===== src/rtl/uart_tx_fifo.sv =====
// uart_tx_fifo: byte FIFO that feeds a UART transmitter through a one-byte-in-flight
// handshake (IDLE -> LOAD -> WAIT_BUSY -> WAIT_DONE).
// Optional feature: define UART_TX_FIFO_OVERFLOW_EN to build the sticky overflow flag;
// without it overflow is tied to 0 and no overflow register exists.
module uart_tx_fifo #(
  parameter int DEPTH = 16
) (
  input  logic                     clk,
  input  logic                     rst_n,
  input  logic                     wr_en,
  input  logic [7:0]               wr_data,
  input  logic                     flush,
  output logic                     full,
  output logic                     empty,
  output logic [$clog2(DEPTH):0]   count,
  output logic                     uart_tx_en,
  output logic [7:0]               uart_tx_data,
  input  logic                     uart_tx_busy,
  output logic                     overflow
);

  localparam int AW = $clog2(DEPTH);
  localparam logic [AW:0]   FULL_COUNT = (AW+1)'(DEPTH);
  localparam logic [AW:0]   CNT_ONE    = (AW+1)'(1);
  localparam logic [AW-1:0] PTR_ONE    = AW'(1);

  typedef enum logic [1:0] {
    IDLE      = 2'd0,
    LOAD      = 2'd1,
    WAIT_BUSY = 2'd2,
    WAIT_DONE = 2'd3
  } state_t;

  logic [7:0]    mem [DEPTH];
  logic [AW-1:0] wr_ptr_r;
  logic [AW-1:0] rd_ptr_r;
  logic [AW:0]   count_r;
  state_t        state_r;
  state_t        state_next_s;
  logic          pending_r;
  logic          push_s;
  logic          pop_s;
  logic          tx_en_r;
  logic [7:0]    tx_data_r;

  // Flags come straight from the registered count, so a write on a full FIFO is
  // dropped even if the FSM pops in the same cycle.
  assign full         = (count_r == FULL_COUNT);
  assign empty        = (count_r == '0);
  assign count        = count_r;
  assign uart_tx_en   = tx_en_r;
  assign uart_tx_data = tx_data_r;

  // Accept a write only when there is room and no flush is discarding the queue.
  always_comb begin
    push_s = 1'b0;
    if (wr_en && !full && !flush) begin
      push_s = 1'b1;
    end else begin
      push_s = 1'b0;
    end
  end

  // Next-state and pop decision. pending_r delays the first pop by one cycle so a
  // byte written into an empty FIFO starts the UART two cycles after it is sampled.
  always_comb begin
    state_next_s = state_r;
    pop_s        = 1'b0;
    case (state_r)
      IDLE: begin
        if (!empty && pending_r && !uart_tx_busy && !flush) begin
          state_next_s = LOAD;
          pop_s        = 1'b1;
        end else begin
          state_next_s = IDLE;
        end
      end
      LOAD: begin
        state_next_s = WAIT_BUSY;
      end
      WAIT_BUSY: begin
        if (uart_tx_busy) begin
          state_next_s = WAIT_DONE;
        end else begin
          state_next_s = WAIT_BUSY;
        end
      end
      WAIT_DONE: begin
        if (!uart_tx_busy) begin
          state_next_s = IDLE;
        end else begin
          state_next_s = WAIT_DONE;
        end
      end
      default: begin
        state_next_s = IDLE;
      end
    endcase
  end

  // FSM state register; flush deliberately leaves the transfer in progress alone.
  always_ff @(posedge clk or negedge rst_n) begin
    if (!rst_n) begin
      state_r <= IDLE;
    end else begin
      state_r <= state_next_s;
    end
  end

  // Remembers that the queue was non-empty on the previous cycle.
  always_ff @(posedge clk or negedge rst_n) begin
    if (!rst_n) begin
      pending_r <= 1'b0;
    end else if (flush) begin
      pending_r <= 1'b0;
    end else begin
      pending_r <= !empty;
    end
  end

  // Storage array; contents need no reset because pointers and count define validity.
  always_ff @(posedge clk) begin
    if (push_s) begin
      mem[wr_ptr_r] <= wr_data;
    end
  end

  // Circular pointers and occupancy count; flush wins over any same-cycle write.
  always_ff @(posedge clk or negedge rst_n) begin
    if (!rst_n) begin
      wr_ptr_r <= '0;
      rd_ptr_r <= '0;
      count_r  <= '0;
    end else if (flush) begin
      wr_ptr_r <= '0;
      rd_ptr_r <= '0;
      count_r  <= '0;
    end else begin
      if (push_s) begin
        wr_ptr_r <= wr_ptr_r + PTR_ONE;
      end
      if (pop_s) begin
        rd_ptr_r <= rd_ptr_r + PTR_ONE;
      end
      case ({push_s, pop_s})
        2'b10:   count_r <= count_r + CNT_ONE;
        2'b01:   count_r <= count_r - CNT_ONE;
        default: count_r <= count_r;
      endcase
    end
  end

  // Output byte register: loaded on the pop and held for the whole transfer.
  always_ff @(posedge clk or negedge rst_n) begin
    if (!rst_n) begin
      tx_data_r <= 8'h00;
    end else if (pop_s) begin
      tx_data_r <= mem[rd_ptr_r];
    end else begin
      tx_data_r <= tx_data_r;
    end
  end

  // Start pulse is high exactly while the FSM sits in LOAD.
  always_ff @(posedge clk or negedge rst_n) begin
    if (!rst_n) begin
      tx_en_r <= 1'b0;
    end else begin
      tx_en_r <= (state_next_s == LOAD);
    end
  end

`ifdef UART_TX_FIFO_OVERFLOW_EN
  logic overflow_r;

  // Sticky dropped-write flag; only reset or flush clears it.
  always_ff @(posedge clk or negedge rst_n) begin
    if (!rst_n) begin
      overflow_r <= 1'b0;
    end else if (flush) begin
      overflow_r <= 1'b0;
    end else if (wr_en && full) begin
      overflow_r <= 1'b1;
    end else begin
      overflow_r <= overflow_r;
    end
  end

  assign overflow = overflow_r;
`else
  assign overflow = 1'b0;
`endif

endmodule


===== config.mk =====
export PLATFORM = sky130hd
export DESIGN_NAME = uart_tx_fifo
export DESIGN_NICKNAME = d
export VERILOG_FILES = /design/src/rtl/uart_tx_fifo.sv
export SDC_FILE = /design/constraint.sdc
export NUM_CORES = 1
export LEC_CHECK = 0
export CAP_MARGIN = 40
export CORE_MARGIN = 5
export CORE_UTILIZATION = 50
export CTS_CLUSTER_DIAMETER = 30
export DETAILED_ROUTE_END_ITERATION = 6
export PLACE_DENSITY = 0.79
export SYNTH_ARGS = -nofsm -noshare
export SYNTH_HDL_FRONTEND = slang
export SYNTH_SLANG_ARGS = --single-unit
export TNS_END_PERCENT = 30

===== constraint.sdc =====
create_clock -name clk -period 8.4 [get_ports clk]
set_input_delay 1.68 -clock clk [delete_from_list [all_inputs] [get_ports clk]]
set_output_delay 1.68 -clock clk [all_outputs]
set_load 0.02 [all_outputs]

# After elaboration in Yosys (flattened, before gate mapping)
# Memory sizes are Yosys's and may differ from the RTL's. A register that Yosys moved wholly into a read port is not among the register bits.
# Index checks and enable logic that the tools add are counted.
# W data, S select, Z words.
# op_classes
addsub,4
eq_ne,7
mux,16
n_reduce_logical,15
# op_table
op,count
$mux W4,4
$pmux W5 S2,1
$add A4 B1 Y4 const B,2
$mux W1,8
$pmux W2 S4,1
$eq A2 B1 Y1 const B,3
$eq A2 B2 Y1 const B,3
$add A5 B1 Y5 const B,1
$eq A5 B5 Y1 const B,1
$logic_and A1 B1 Y1,5
$logic_not A1 Y1,5
$logic_not A5 Y1,1
$mux W5,1
$sub A5 B1 Y5 const B,1
$reduce_bool A2 Y1,2
$reduce_bool A3 Y1,1
$logic_not A2 Y1,1
$mux W2,1
# word_totals
ff_bits,17
mem_bits_rw,128
input_bits,13
output_inout_bits,17
elab_cells,49
n_memories,1
# memory_table
name,depth,word_bits,rd,rd_ports_with_merged_regs,wr,line,text
mem,16,8,1,1,1,34,logic [7:0] mem [DEPTH];

# Logic depth before layout (Yosys ltp)
# depth
ltp_word,10
ltp_mapped,12
mapped_depth_nobuf,10

# Least setup slack after synthesis
# Ideal clock, no wire load.
# synth_timing
kind,input to register
startpoint,input flush
endpoint,"register count_r[4], in the netlist count[4]"
setup_time_ns,0.122
t_arrival_ns,3.660
required_time_ns,8.278
setup_slack_ns,4.618
path_stages,12
path_buffers,2
cell_sequence,clkbuf_1 nor3b_1 o211ai_2 buf_6 nor2_2 xor2_1 ha_1 o31ai_1 nand2b_1 nor3_2 a311o_1 a32o_1
# synth_via
elab_chain_cells,7
elab_cells_between_ends,11
cone_classes,eq/ne: 2; mux: 5; reduce/logical: 4
# synth_rtl
item,line,text
start: declaration,12,"input logic flush,"
$logic_not A1 Y1,"57, 71",
$logic_and A1 B1 Y1,71,if (!empty && pending_r && !uart_tx_busy && !flush) begin
$mux W1,71,
$mux W1,69,case (state_r)
$eq A2 B1 Y1 or $eq A2 B2 Y1 (tied branches),145,"case ({push_s, pop_s})"
$pmux W5 S2,145,
$mux W5,134,end else if (flush) begin
end signal: assignment,146,2'b10: count_r <= count_r + CNT_ONE;
end signal: assignment,147,2'b01: count_r <= count_r - CNT_ONE;
end signal: assignment,148,default: count_r <= count_r;
end: declaration,37,logic [AW:0] count_r;
# Several ways; a longest one is shown, not always the timed one.
# A chain may end at the register's enable or synchronous reset.

# Worst setup path after layout
# Ends and elaborated chain as after synthesis.

==> out/metrics.yaml <==
sta:
  slew_headroom_pct: 39.54
  fin_tns_setup_ns: 0
  finalClockSkew_ns: 0.007575
  final_max_slew_viol_count: 0
  worst_hold_slack_ns: 0.4728
  setup_violations: 0
  worst_pin_slew_ns: 0.9042
  clock.fmax_ghz: 0.2182
  fin_crit_ns: 4.582
  hold_violations: 0
  min_period_over_period_pct: 54.55
  rsz0062_at_grt: "false"
  setup_slack_ns: 3.818
grt:
  grt_pass1_wl_um: 19710
  antenna_found_initial: 0
  grt_pass1_vias: 3228
  gr-total-overflow: 0
  grt.total_usage_pct: 18.36
  grt_max_degree: 37
clock_network:
  h-tree-depth: 4
  cts_hold_buf: 0
  insertion_delay_ns: 0.42
  clock_sinks: 153
  clk_pin_slew_ns: 0.06
  clockBufferDepth: 2
  cts_tree: "yes"
  cts_buffers: 17
  post_cts_buffers: 0
  cts-resized-gates: 0
  clockRootBuffer: "clkbuf_16"
critical_path:
  cp-start-kind: "input port"
  crit_chain: "clkdlybuf4s50_1 -> nor3b_1 -> o211ai_2 -> nor2_2 -> xor2_1 -> ha_1 -> o31ai_1 -> nand2b_1 -> nor3_2 -> a311o_1 -> a32o_1"
  rrSetupSlack_ns: 5.05
  r2r_end: "count[4]"
  worstReg2RegStart: "count[1]"
  arrival_ns: 4.88
  path_class: "in2reg"
  crit_slowest_cell: "clkdlybuf4s50_1"
  crit_path_max_fanout: 20
  cp.required_ns: 8.70
  startpoint: "flush"
  end_kind: "flop"
  slowest_delay_ns: 0.75
  reg2regPathDepth: 9
synth:
  async_flop_share_pct: 16.34
  ys_warn_count: 0
  ys.flop_type: "edfxtp_1"
  synth-edff-count: 128
  avgSynthCellArea_um2: 18.13
  synth_cell_types: 47
  ys_seq_area_share_pct: 71.87
  synth_area_mm2: 0.006218
  syn_inst: 343
  ys_ff_latch: 153
  syn-num-nets: 363
layout:
  area.sequential_mm2: 0.004471
  antenna_cells: 0
  final_nets: 395
  multiInputGateArea_mm2: 0.001619
  syn_to_final_growth_pct: 16.54
  nFillCells: 886
  layout.cells.most_common_list: "edfxtp_1, mux4_2, nand2_1, clkdlybuf4s50_1, nor2_1"
  layout-drive-gt1-share_pct: 21.39
  final_area_mm2: 0.007247
  layout_commonest_cell: "edfxtp_1"
hold_path:
  hold_path.class: "reg2reg"
  holdPathEnd: "uart_tx_data[0]"
  hp-start: "uart_tx_data[0]"
  hold_path_depth: 2
die:
  num_io_pins: 30
  rows: 40
  start_util_pct: 51.34
  die_y_um: 121.5
  die_x_um: 121.5
  dieArea_mm2: 0.01477
  core-area_mm2: 0.01211
place:
  port_buffers: 28
  dp_worst_setup_slack_ns: 3.451
  globalplace.congestion: 0.7638
  placed_cell_area_mm2: 0.006648
  dp_hpwl_um: 7433
power:
  power.leakage_nw: 2.477
  ir_drop_mv: 0.1420
  power_density_mw_per_mm2: 234.6
routing:
  viasPerCell: 5.851
  wirelength_um: 12620
  ant_nets: 0
  routedWlPerCell_um: 22.70
  drt_iter0_drc: 461
  vias: 3253
  post-route-drc-count: 0
  drt-pass1-iter-count: 6
run:
  maxCapViolCount: 0
outcome:
  status: "complete, no violations"
==> area by class of cell <==
type	instances	area share, %
sequential	153	61.69
inverter	6	0.3108
multi-input combinational	163	22.34
timing repair buffer	34	4.593
clock inverter	15	2.296
clock buffer	17	5.870
tap	168	2.901
==> metrics by stage <==
step                      std cells  util [%]  total power [mW]
after detailed placement        523     54.89            0.9555
after floorplan                 343         -            0.9122
after global routing            556     59.83             1.749
after CTS                       555     59.77             1.704
final                           556     59.83             1.700
after global placement          521     54.70            0.9504
==> state kept, by name, indices dropped and copies added, names as in the netlist <==
register,flops
count,5
mem,128
pending_r,1
rd_ptr_r,4
state_r,2
uart_tx_data,8
uart_tx_en,1
wr_ptr_r,4
==> worst max-delay path by stage <==
stage	to	cells after the start
after floorplan	count[4]	12
after CTS	count[4]	11
after detailed placement	count[4]	11
final	count[4]	11
after global routing	count[4]	11
after global placement	count[4]	11
==> worst max-delay path: cells and delay by family <==
| family | cells | cell delay, ns |
|---|---|---|
| AOI/OAI and AO/OA | 4 | 1.09 |
| and+or+nand+nor | 4 | 0.92 |
| buffers and inverters | 1 | 0.75 |
| adders and majority gates | 1 | 0.26 |
| xor gates and xnor gates | 1 | 0.17 |
==> cell usage after synthesis (2+ instances only) <==
cell,number,area [µm²]
inv_1,5,18.77
buf_1,2,7.510
and3_1,5,31.28
mux4_2,40,900.9
clkbuf_1,10,37.54
ha_1,7,87.58
buf_2,5,25.02
xnor2_1,3,26.28
edfxtp_1,128,3844
dfrtp_1,25,625.6
nor3b_1,2,15.01
o21ai_0,2,10.01
xor2_1,5,43.79
a21oi_1,6,30.03
nand2b_1,2,12.51
nor2_1,25,93.84
nand3b_1,2,15.01
buf_4,2,15.01
nand4_1,2,12.51
buf_6,2,22.52
nand2_1,36,135.1
a32o_1,2,20.02
==> logic make-up after synthesis <==
family,Yosys count,share of synthesized area (%)
xor gates and xnor gates,8,1.127
AOI/OAI and AO/OA,22,2.616
DFF,153,71.87
muxes,41,14.65
other,1,0.06030
and+or+nand+nor,84,6.177
adders and majority gates,7,1.408
buffers and inverters,27,2.092
==> metal layers <==
layer	track usage, %	share of wire (%)	vias to the layer above
met5	0	0	-
met4	5.112	1.5	0
met3	4.942	5.7	21
met2	29.02	51	126
met1	25.49	42	1693
li1	-	-	1413
==> where the power goes <==
part / internal (mW) / leakage (nW) / switching, mW / total (mW)
clock network: 0.444 / 0.283 / 0.315 / 0.759
logic: 0.0387 / 0.704 / 0.0518 / 0.0905
registers: 0.840 / 1.49 / 0.0103 / 0.851
total: 1.32 / 2.48 / 0.377 / 1.70
Power figures use the tool's default switching activity.
